### src/rtl/trigger_capture_pkg.sv
// Shared types for the trigger capture stage: FSM state encoding and counter width.
package trigger_capture_pkg;

  localparam int CNT_W = 16;

  typedef enum logic [1:0] {
    IDLE,
    DELAY,
    CAPTURE,
    HOLDOFF
  } state_t;

endpackage

### src/rtl/axis_out_reg.sv
// One-deep AXI-Stream output register with load/accept/abort; 1-cycle latency from load to tvalid.
// Source cannot stall: a load while full and not accepted flags overrun, drops the beat and empties the register.
module axis_out_reg #(
  parameter int IN_W  = 32,
  parameter int OUT_W = 32
) (
  input  logic             clk,
  input  logic             rst,
  input  logic             load,
  input  logic [IN_W-1:0]  load_data,
  input  logic             load_last,
  input  logic             abort,
  input  logic             tready,
  output logic             tvalid,
  output logic             tlast,
  output logic [OUT_W-1:0] tdata,
  output logic             full,
  output logic             overrun
);

  logic accept;

  assign accept  = tvalid & tready;
  assign overrun = load & tvalid & ~tready;
  assign full    = tvalid;

  always_ff @(posedge clk) begin
    if (rst) begin
      tvalid <= 1'b0;
      tlast  <= 1'b0;
      tdata  <= '0;
    end else if (abort || overrun) begin
      tvalid <= 1'b0;
      tlast  <= 1'b0;
    end else if (load) begin
      // Simultaneous accept and load: the new beat simply replaces the accepted one.
      tvalid <= 1'b1;
      tlast  <= load_last;
      tdata  <= OUT_W'(load_data);
    end else if (accept) begin
      tvalid <= 1'b0;
      tlast  <= 1'b0;
    end
  end

endmodule

### src/rtl/trigger_capture.sv
// Forwards SAMPLES_PER_TRIGGER ADC beats per armed trigger edge, then holds tvalid low for a holdoff gap.
// 1-cycle latency; ADC never stalled, so downstream backpressure aborts the burst as overrun. TRIGGER_CAPTURE_STATS_EN adds counters.
module trigger_capture
  import trigger_capture_pkg::*;
#(
  parameter int C_S00_AXIS_TDATA_WIDTH = 32,
  parameter int C_M00_AXIS_TDATA_WIDTH = 32,
  parameter int SAMPLES_PER_TRIGGER    = 1024,
  parameter int TRIG_DELAY             = 0,
  parameter int HOLDOFF_CYCLES         = 16
) (
  input  logic                                s00_axis_aclk,
  input  logic                                s00_axis_areset,
  input  logic                                s00_axis_tvalid,
  input  logic [C_S00_AXIS_TDATA_WIDTH-1:0]   s00_axis_tdata,
  output logic                                s00_axis_tready,
  input  logic                                trig_in,
  input  logic                                enable,
  input  logic                                m00_axis_tready,
  output logic                                m00_axis_tvalid,
  output logic                                m00_axis_tlast,
  output logic [C_M00_AXIS_TDATA_WIDTH-1:0]   m00_axis_tdata,
  output logic [C_M00_AXIS_TDATA_WIDTH/8-1:0] m00_axis_tstrb,
  output logic                                busy,
  output logic                                trig_missed,
  output logic                                overrun
`ifdef TRIGGER_CAPTURE_STATS_EN
  ,
  output logic [15:0]                         burst_count,
  output logic [15:0]                         missed_count
`endif
);

  localparam logic [CNT_W-1:0] BEAT_LAST = CNT_W'(SAMPLES_PER_TRIGGER - 1);
  localparam logic [CNT_W-1:0] DLY_LAST  = CNT_W'(TRIG_DELAY - 1);
  localparam logic [CNT_W-1:0] HOLD_LAST = CNT_W'(HOLDOFF_CYCLES - 1);

  state_t           state, state_nxt;
  logic [CNT_W-1:0] cnt, cnt_nxt;
  logic             trig_prev;
  logic             trig_edge;
  logic             load;
  logic             last_beat;
  logic             out_full;
  logic             ovf;

  assign s00_axis_tready = 1'b1;
  assign m00_axis_tstrb  = '1;
  assign trig_edge       = trig_in & ~trig_prev;

  always_ff @(posedge s00_axis_aclk) begin
    if (s00_axis_areset) begin
      state <= IDLE;
      cnt   <= '0;
    end else begin
      state <= state_nxt;
      cnt   <= cnt_nxt;
    end
  end

  // One counter serves as delay beat count, burst beat index and holdoff timer.
  always_comb begin
    state_nxt = state;
    cnt_nxt   = cnt;
    case (state)
      IDLE: begin
        if (trig_edge && enable) begin
          state_nxt = (TRIG_DELAY > 0) ? DELAY : CAPTURE;
        end
      end
      DELAY: begin
        if (s00_axis_tvalid) begin
          if (cnt == DLY_LAST) begin
            state_nxt = CAPTURE;
            cnt_nxt   = '0;
          end else begin
            cnt_nxt = cnt + 1'b1;
          end
        end
      end
      CAPTURE: begin
        if (ovf) begin
          state_nxt = HOLDOFF;
          cnt_nxt   = '0;
        end else if (s00_axis_tvalid) begin
          if (cnt == BEAT_LAST) begin
            state_nxt = HOLDOFF;
            cnt_nxt   = '0;
          end else begin
            cnt_nxt = cnt + 1'b1;
          end
        end
      end
      HOLDOFF: begin
        if (!out_full) begin
          if (cnt == HOLD_LAST) begin
            state_nxt = IDLE;
            cnt_nxt   = '0;
          end else begin
            cnt_nxt = cnt + 1'b1;
          end
        end
      end
      default: begin
        state_nxt = IDLE;
        cnt_nxt   = '0;
      end
    endcase
  end

  always_comb begin
    load      = (state == CAPTURE) && s00_axis_tvalid;
    last_beat = (cnt == BEAT_LAST);
    busy      = (state != IDLE) || out_full;
  end

  always_ff @(posedge s00_axis_aclk) begin
    if (s00_axis_areset) begin
      trig_prev   <= 1'b0;
      trig_missed <= 1'b0;
      overrun     <= 1'b0;
    end else begin
      trig_prev   <= trig_in;
      trig_missed <= trig_edge && (state != IDLE);
      overrun     <= overrun | ovf;
    end
  end

  axis_out_reg #(
    .IN_W  (C_S00_AXIS_TDATA_WIDTH),
    .OUT_W (C_M00_AXIS_TDATA_WIDTH)
  ) u_out_reg (
    .clk       (s00_axis_aclk),
    .rst       (s00_axis_areset),
    .load      (load),
    .load_data (s00_axis_tdata),
    .load_last (last_beat),
    .abort     (1'b0),
    .tready    (m00_axis_tready),
    .tvalid    (m00_axis_tvalid),
    .tlast     (m00_axis_tlast),
    .tdata     (m00_axis_tdata),
    .full      (out_full),
    .overrun   (ovf)
  );

`ifdef TRIGGER_CAPTURE_STATS_EN
  always_ff @(posedge s00_axis_aclk) begin
    if (s00_axis_areset) begin
      burst_count  <= '0;
      missed_count <= '0;
    end else begin
      if (m00_axis_tvalid && m00_axis_tready && m00_axis_tlast) begin
        burst_count <= burst_count + 1'b1;
      end
      if (trig_missed && (missed_count != 16'hFFFF)) begin
        missed_count <= missed_count + 1'b1;
      end
    end
  end
`endif

endmodule

### config.mk
export PLATFORM = sky130hd
export DESIGN_NAME = trigger_capture
export DESIGN_NICKNAME = d
export VERILOG_FILES = /design/src/rtl/trigger_capture_pkg.sv /design/src/rtl/axis_out_reg.sv /design/src/rtl/trigger_capture.sv
export SDC_FILE = /design/constraint.sdc
export NUM_CORES = 1
export LEC_CHECK = 0
export ABC_AREA = 1
export BUFFER_PORTS_ARGS = -buffer_cell sky130_fd_sc_hd__buf_2
export CAP_MARGIN = 30
export CORE_MARGIN = 2
export CORE_UTILIZATION = 55
export DETAILED_ROUTE_END_ITERATION = 7
export PLACE_DENSITY = 0.91
export SETUP_SLACK_MARGIN = 0.2
export SYNTH_ARGS = -nofsm -noshare
export SYNTH_HDL_FRONTEND = slang
export SYNTH_SLANG_ARGS = --single-unit
### constraint.sdc
create_clock -name s00_axis_aclk -period 3 [get_ports s00_axis_aclk]
set_clock_uncertainty 0.2 [all_clocks]
set_input_delay 0.3 -clock s00_axis_aclk [delete_from_list [all_inputs] [get_ports s00_axis_aclk]]
set_output_delay 0.3 -clock s00_axis_aclk [all_outputs]
set_load 0.01 [all_outputs]
Word-level counts from Yosys, hierarchy flattened
Index checks and enable logic that the tools add are counted.

word-level totals
  flip-flop bits (word level) = 55
  input bits = 38
  output and inout bits = 42

cells by class
  muxes and demuxes = 20
  add/subtract/negate cells = 1
  reduce and logical (&&, ||, !) cells = 12
  bitwise gates (word level) = 8
  equality and inequality tests = 13

operators with widths
  operator               number
  $mux 16                7
  $pmux 16 s3            1
  $add 16x1->16 const B  1
  $eq 16x10->1 const B   1
  $eq 16x16->1 const B   1
  $eq 16x4->1 const B    1
  $mux 2                 8
  $ne 2x2->1 const B     5
  $pmux 2 s4             1
  $reduce_and 7->1       1
  $and 1x1->1            4
  $eq 2x2->1 const B     2
  $reduce_and 4->1       1
  $reduce_bool 2->1      2
  $logic_and 1x1->1      3
  $mux 1                 3
  $ne 3x2->1 const B     1
  $ne 3x3->1 const B     1
  $not 1->1              3
  $reduce_bool 3->1      1
  $eq 2x1->1 const B     1
  $logic_not 2->1        1
  $reduce_and 2->1       1
  $reduce_or 2->1        1
  other kinds (2)        2

Logic depth before layout (Yosys ltp)
  depth after elaboration = 6
  depth in mapped cells = 11

Cells and area by module
Synthesis repeated with hierarchy kept, for this count alone.

second synthesis, totals
  cells, all modules = 498
  area, all modules = 3,093.0 µm²

by module, submodules not included
  module           times used  area each (µm²)  seq. area each (µm²)  cells each
  axis_out_reg     1           1,755.4          680.7                 289
  trigger_capture  1           1,337.5          420.4                 209

Least setup slack after synthesis
OpenSTA, ideal clock, no wires.

  path type = reg-to-reg
  start point = register cnt[0]
  end point = register cnt[10]
  arrival = 1,333 ps
  data required time = 2,668 ps
  clock period less this slack = 1,666 ps
  slack = 1,334 ps
  setup time = 132 ps
  stages on the path, launching flop included = 12
  cell sequence = dfxtp_1 ha_1 nand2_1 nor2_2 nand2_2 clkinv_2 nand2_2 nand2_1 nand3_2 buf_6 nand2_1 a21oi_1

on the way
  word-level cells in the longest chain between the ends = 5
  elaborated cells on any way between the ends = 12

ends and longest elaborated chain
  item                                           RTL line               text
  start, declared                                trigger_capture.sv:39  logic [CNT_W-1:0] cnt, cnt_nxt;
  start signal, assigned                         trigger_capture.sv:57  cnt <= cnt_nxt;
  $add 16x1->16 or $eq 16x10->1 (tied branches)  n/a
  $mux 16                                        trigger_capture.sv:86  if (cnt == BEAT_LAST) begin
  $mux 16                                        trigger_capture.sv:85  end else if (s00_axis_tvalid) begin
  $mux 16                                        trigger_capture.sv:82  if (ovf) begin
  $pmux 16 s3 *                                  trigger_capture.sv:65  case (state)

Every way passes the cells marked *; elsewhere a longest branch is shown, timed or not. The select of a mux whose other input is x is not followed.
A chain may end at the register's enable or synchronous reset.

Worst setup path in the final report
  start point = register cnt[0]
  end point = register cnt[13]

Same word-level chain as after synthesis.

==> flow_summary.yaml <==
global_routing:
  grt_pass1_wl_um: 10400
  grt_pass1_vias: 2466
  grt.total_usage: 0.244
  grt_max_degree: 38
  antenna_found_initial: 0
  overflow: 0
placement:
  place_hpwl_um: 4240
  place_ws_ns: 0.962
  place_inst: 487
  place_congestion: 0.865
  io_buffers: 74
pwr:
  p_seq_frac: 0.453
  p_leak_nw: 1.42
  peakVddDrop_mv: 0.408
  p_sw_w: 0.000667
  p_int_w: 0.00130
  p_sw_frac: 0.340
  p_per_area_nw_per_um2: 633
  power_frac_comb: 0.281
  clkPwrFrac: 0.266
clock_network:
  cts_buffers: 5
  cts_root_buffer: "clkbuf_8"
  clkSlewWorstSetupHoldPaths_ns: 0.10
  clock-sinks: 55
  cts_tree: "built"
  cts_max_level: 2
  post_cts_buffers: 0
  cts.path.max_buffers: 2
  clock_latency_ns: 0.31
critical_path:
  r2r_cells: 10
  critPathCaptureType: "flip-flop"
  crit_path_start_kind: "flip-flop"
  r2r-start: "cnt[0]$_SDFFE_PP0P_"
  worstSetupPathType: "reg2reg"
  crit_required_ns: 2.99
  worst-r2r-setup-slack_ns: 0.92
  crit_fanout: 13
  r2r_end: "cnt[13]$_SDFFE_PP0P_"
  cp.arrival_ns: 2.07
synthesis:
  syn_area_um2: 2590
  synthTopCellsByArea: "dfxtp_1 (42%), nor2_1 (14%), nand2_1 (9.8%), o21ai_0 (6.4%), a21oi_1 (4.1%)"
  synth-seq-cells: 55
  synth_top_area_share: 0.425
  syn_area_per_cell_um2: 6.93
  syn_inst: 374
  yosys.area.top_type: "dfxtp_1"
  ys_seq_area_frac: 0.425
  synthDistinctLibCells: 33
  synth_warnings: 0
timing:
  min_period_ns: 2.08
  rsz0062_at_grt: "false"
  setup_tns_ns: 0
  fin_hold_ws_ns: -0.000206
  tightest_slew_ns: 0.506
  layout_setup_ws_ns: 0.918
  slew_viol_final: 0
  fin_crit_sh: 0.694
  finalHoldViolCount: 1
  slew_headroom: 0.662
  setup_viol: 0
  fmax_mhz: 480
layout:
  drive_above_1_share: 0.242
  antenna_cells: 0
  fin_nets: 485
  layout_common_cells: "nor2_1 (98), buf_2 (74), nand2_1 (68), dfxtp_1 (55), o21ai_0 (33)"
  area_delta_synth_final_pct: 19.8
  fin_cells: 499
  final_util: 0.699
  final_common_cell: "nor2_1"
die:
  num_rows: 24
  die_width_um: 72.7
  ios: 80
  core_area_um2: 4440
  initial_core_util: 0.583
  die_area_um2: 5280
  fp.dieH_um: 72.7
drt:
  avgRoutedWirePerCell_um: 12.4
  first_pass_iters: 5
  viasPerCell: 5.25
  drc: 0
  antenna_left: 0
  vias: 2621
  drtIter0Drc: 190
  routed_wl_um: 6180
flow_run:
  drv_cap: 0
min_path:
  hp-start: "s00_axis_tdata[0]"
  hold_path.class: "in2reg"
  min_to: "u_out_reg.tdata[0]$_SDFFE_PP0P_"
  min_path_cells: 3
run_status:
  status: "finished, violations left"
  violations: "negative hold slack"
==> per-stage QoR <==
stage | total power (W) | area (µm²)
floorplan | 0.00128 | 2610
global placement | 0.00143 | 2950
detailed placement | 0.00145 | 2950
CTS | 0.00197 | 3100
global route | 0.00207 | 3110
finish | 0.00197 | 3110
==> layer usage <==
metal | GRT usage | wire (µm) | vias up
met3 | 0.0428 | 425 | 11
met5 | 0 | 0 | -
li1 | - | - | 1326
met2 | 0.432 | 3070 | 104
met1 | 0.289 | 2590 | 1180
met4 | 0.101 | 103 | 0
==> cell families after synthesis <==
logic type	synth area share
buffers and inverters	0.0777
other	0.00145
adders and majority gates	0.00483
AOI/OAI and AO/OA	0.127
DFF	0.425
and+or+nand+nor	0.350
xor gates and xnor gates	0.0135
==> worst max-delay path: stages (launching register included) <==
cell and delay (ns):
dfxtp_1 0.37, ha_1 0.21, nand2_1 0.09, nor2_2 0.14
nand2_2 0.12, clkinv_2 0.11, nand2_2 0.06, nand2_1 0.09
nand3_2 0.29, nand3b_1 0.20, a21oi_1 0.07
==> what timing repair did <==
item,in CTS,in global routing
setup endpoints to repair,0,0
hold buffers,3,1
hold endpoints to repair,3,1
resized for setup,0,0
==> state kept, by name, summed over array words and instances, names as in the netlist <==
name             cells
u_out_reg.tdata     32
cnt                 16
state                2
overrun              1
trig_missed          1
trig_prev            1
u_out_reg.full       1
u_out_reg.tlast      1
==> cell usage after synthesis <==
library cell and count:
dfxtp_1 55, nor2_2 2, nand2_2 5, or2_2 1, nor4_1 1, nand3b_1 1
o21bai_1 3, nand2_1 68, o21ai_0 33, a21oi_2 2, conb_1 1, nand3_4 1
clkbuf_1 4, nor2_4 3, buf_2 6, buf_6 1, nor3_2 1, buf_1 1
xor2_1 4, a21oi_1 21, nand3_2 2, nand4_1 7, ha_1 1, o21ai_1 4
nor3_1 1, nor2_1 98, nand2_4 1, inv_1 17, buf_4 6, inv_2 5
clkinv_2 1, nand3_1 16, clkinv_4 1
==> worst max path at each step <==
stage / endpoint / startpoint / depth (start not counted)
4_1_cts: cnt[13]$_SDFFE_PP0P_ / cnt[0]$_SDFFE_PP0P_ / 10
2_1_floorplan: cnt[10]$_SDFFE_PP0P_ / cnt[0]$_SDFFE_PP0P_ / 11
3_5_place_dp: cnt[1]$_SDFFE_PP0P_ / cnt[0]$_SDFFE_PP0P_ / 10
6_report: cnt[13]$_SDFFE_PP0P_ / cnt[0]$_SDFFE_PP0P_ / 10
5_1_grt: cnt[13]$_SDFFE_PP0P_ / cnt[0]$_SDFFE_PP0P_ / 10
3_3_place_gp: cnt[13]$_SDFFE_PP0P_ / cnt[0]$_SDFFE_PP0P_ / 10
==> power by group through the flow <==
| stage | Sequential (W) | Combinational (W) | Clock, W |
|---|---|---|---|
| after floorplan | 0.000945 | 0.000334 | 0 |
| after global placement | 0.000900 | 0.000528 | 0 |
| after detailed placement | 0.000904 | 0.000542 | 0 |
| after CTS | 0.000889 | 0.000549 | 0.000531 |
| after global routing | 0.000904 | 0.000614 | 0.000557 |
| final | 0.000890 | 0.000552 | 0.000523 |
==> final cells by class <==
type                            count  area, µm²
Clock buffer                        6       82.6
Clock inverter                      2       38.8
Fill cell                         365       1340
Inverter                           24       96.3
Multi-Input combinational cell    281       1310
Sequential cell                    55       1100
Tap cell                           52       65.1
Timing Repair Buffer               79        418
Note: power is estimated with default switching activity, not from simulation.
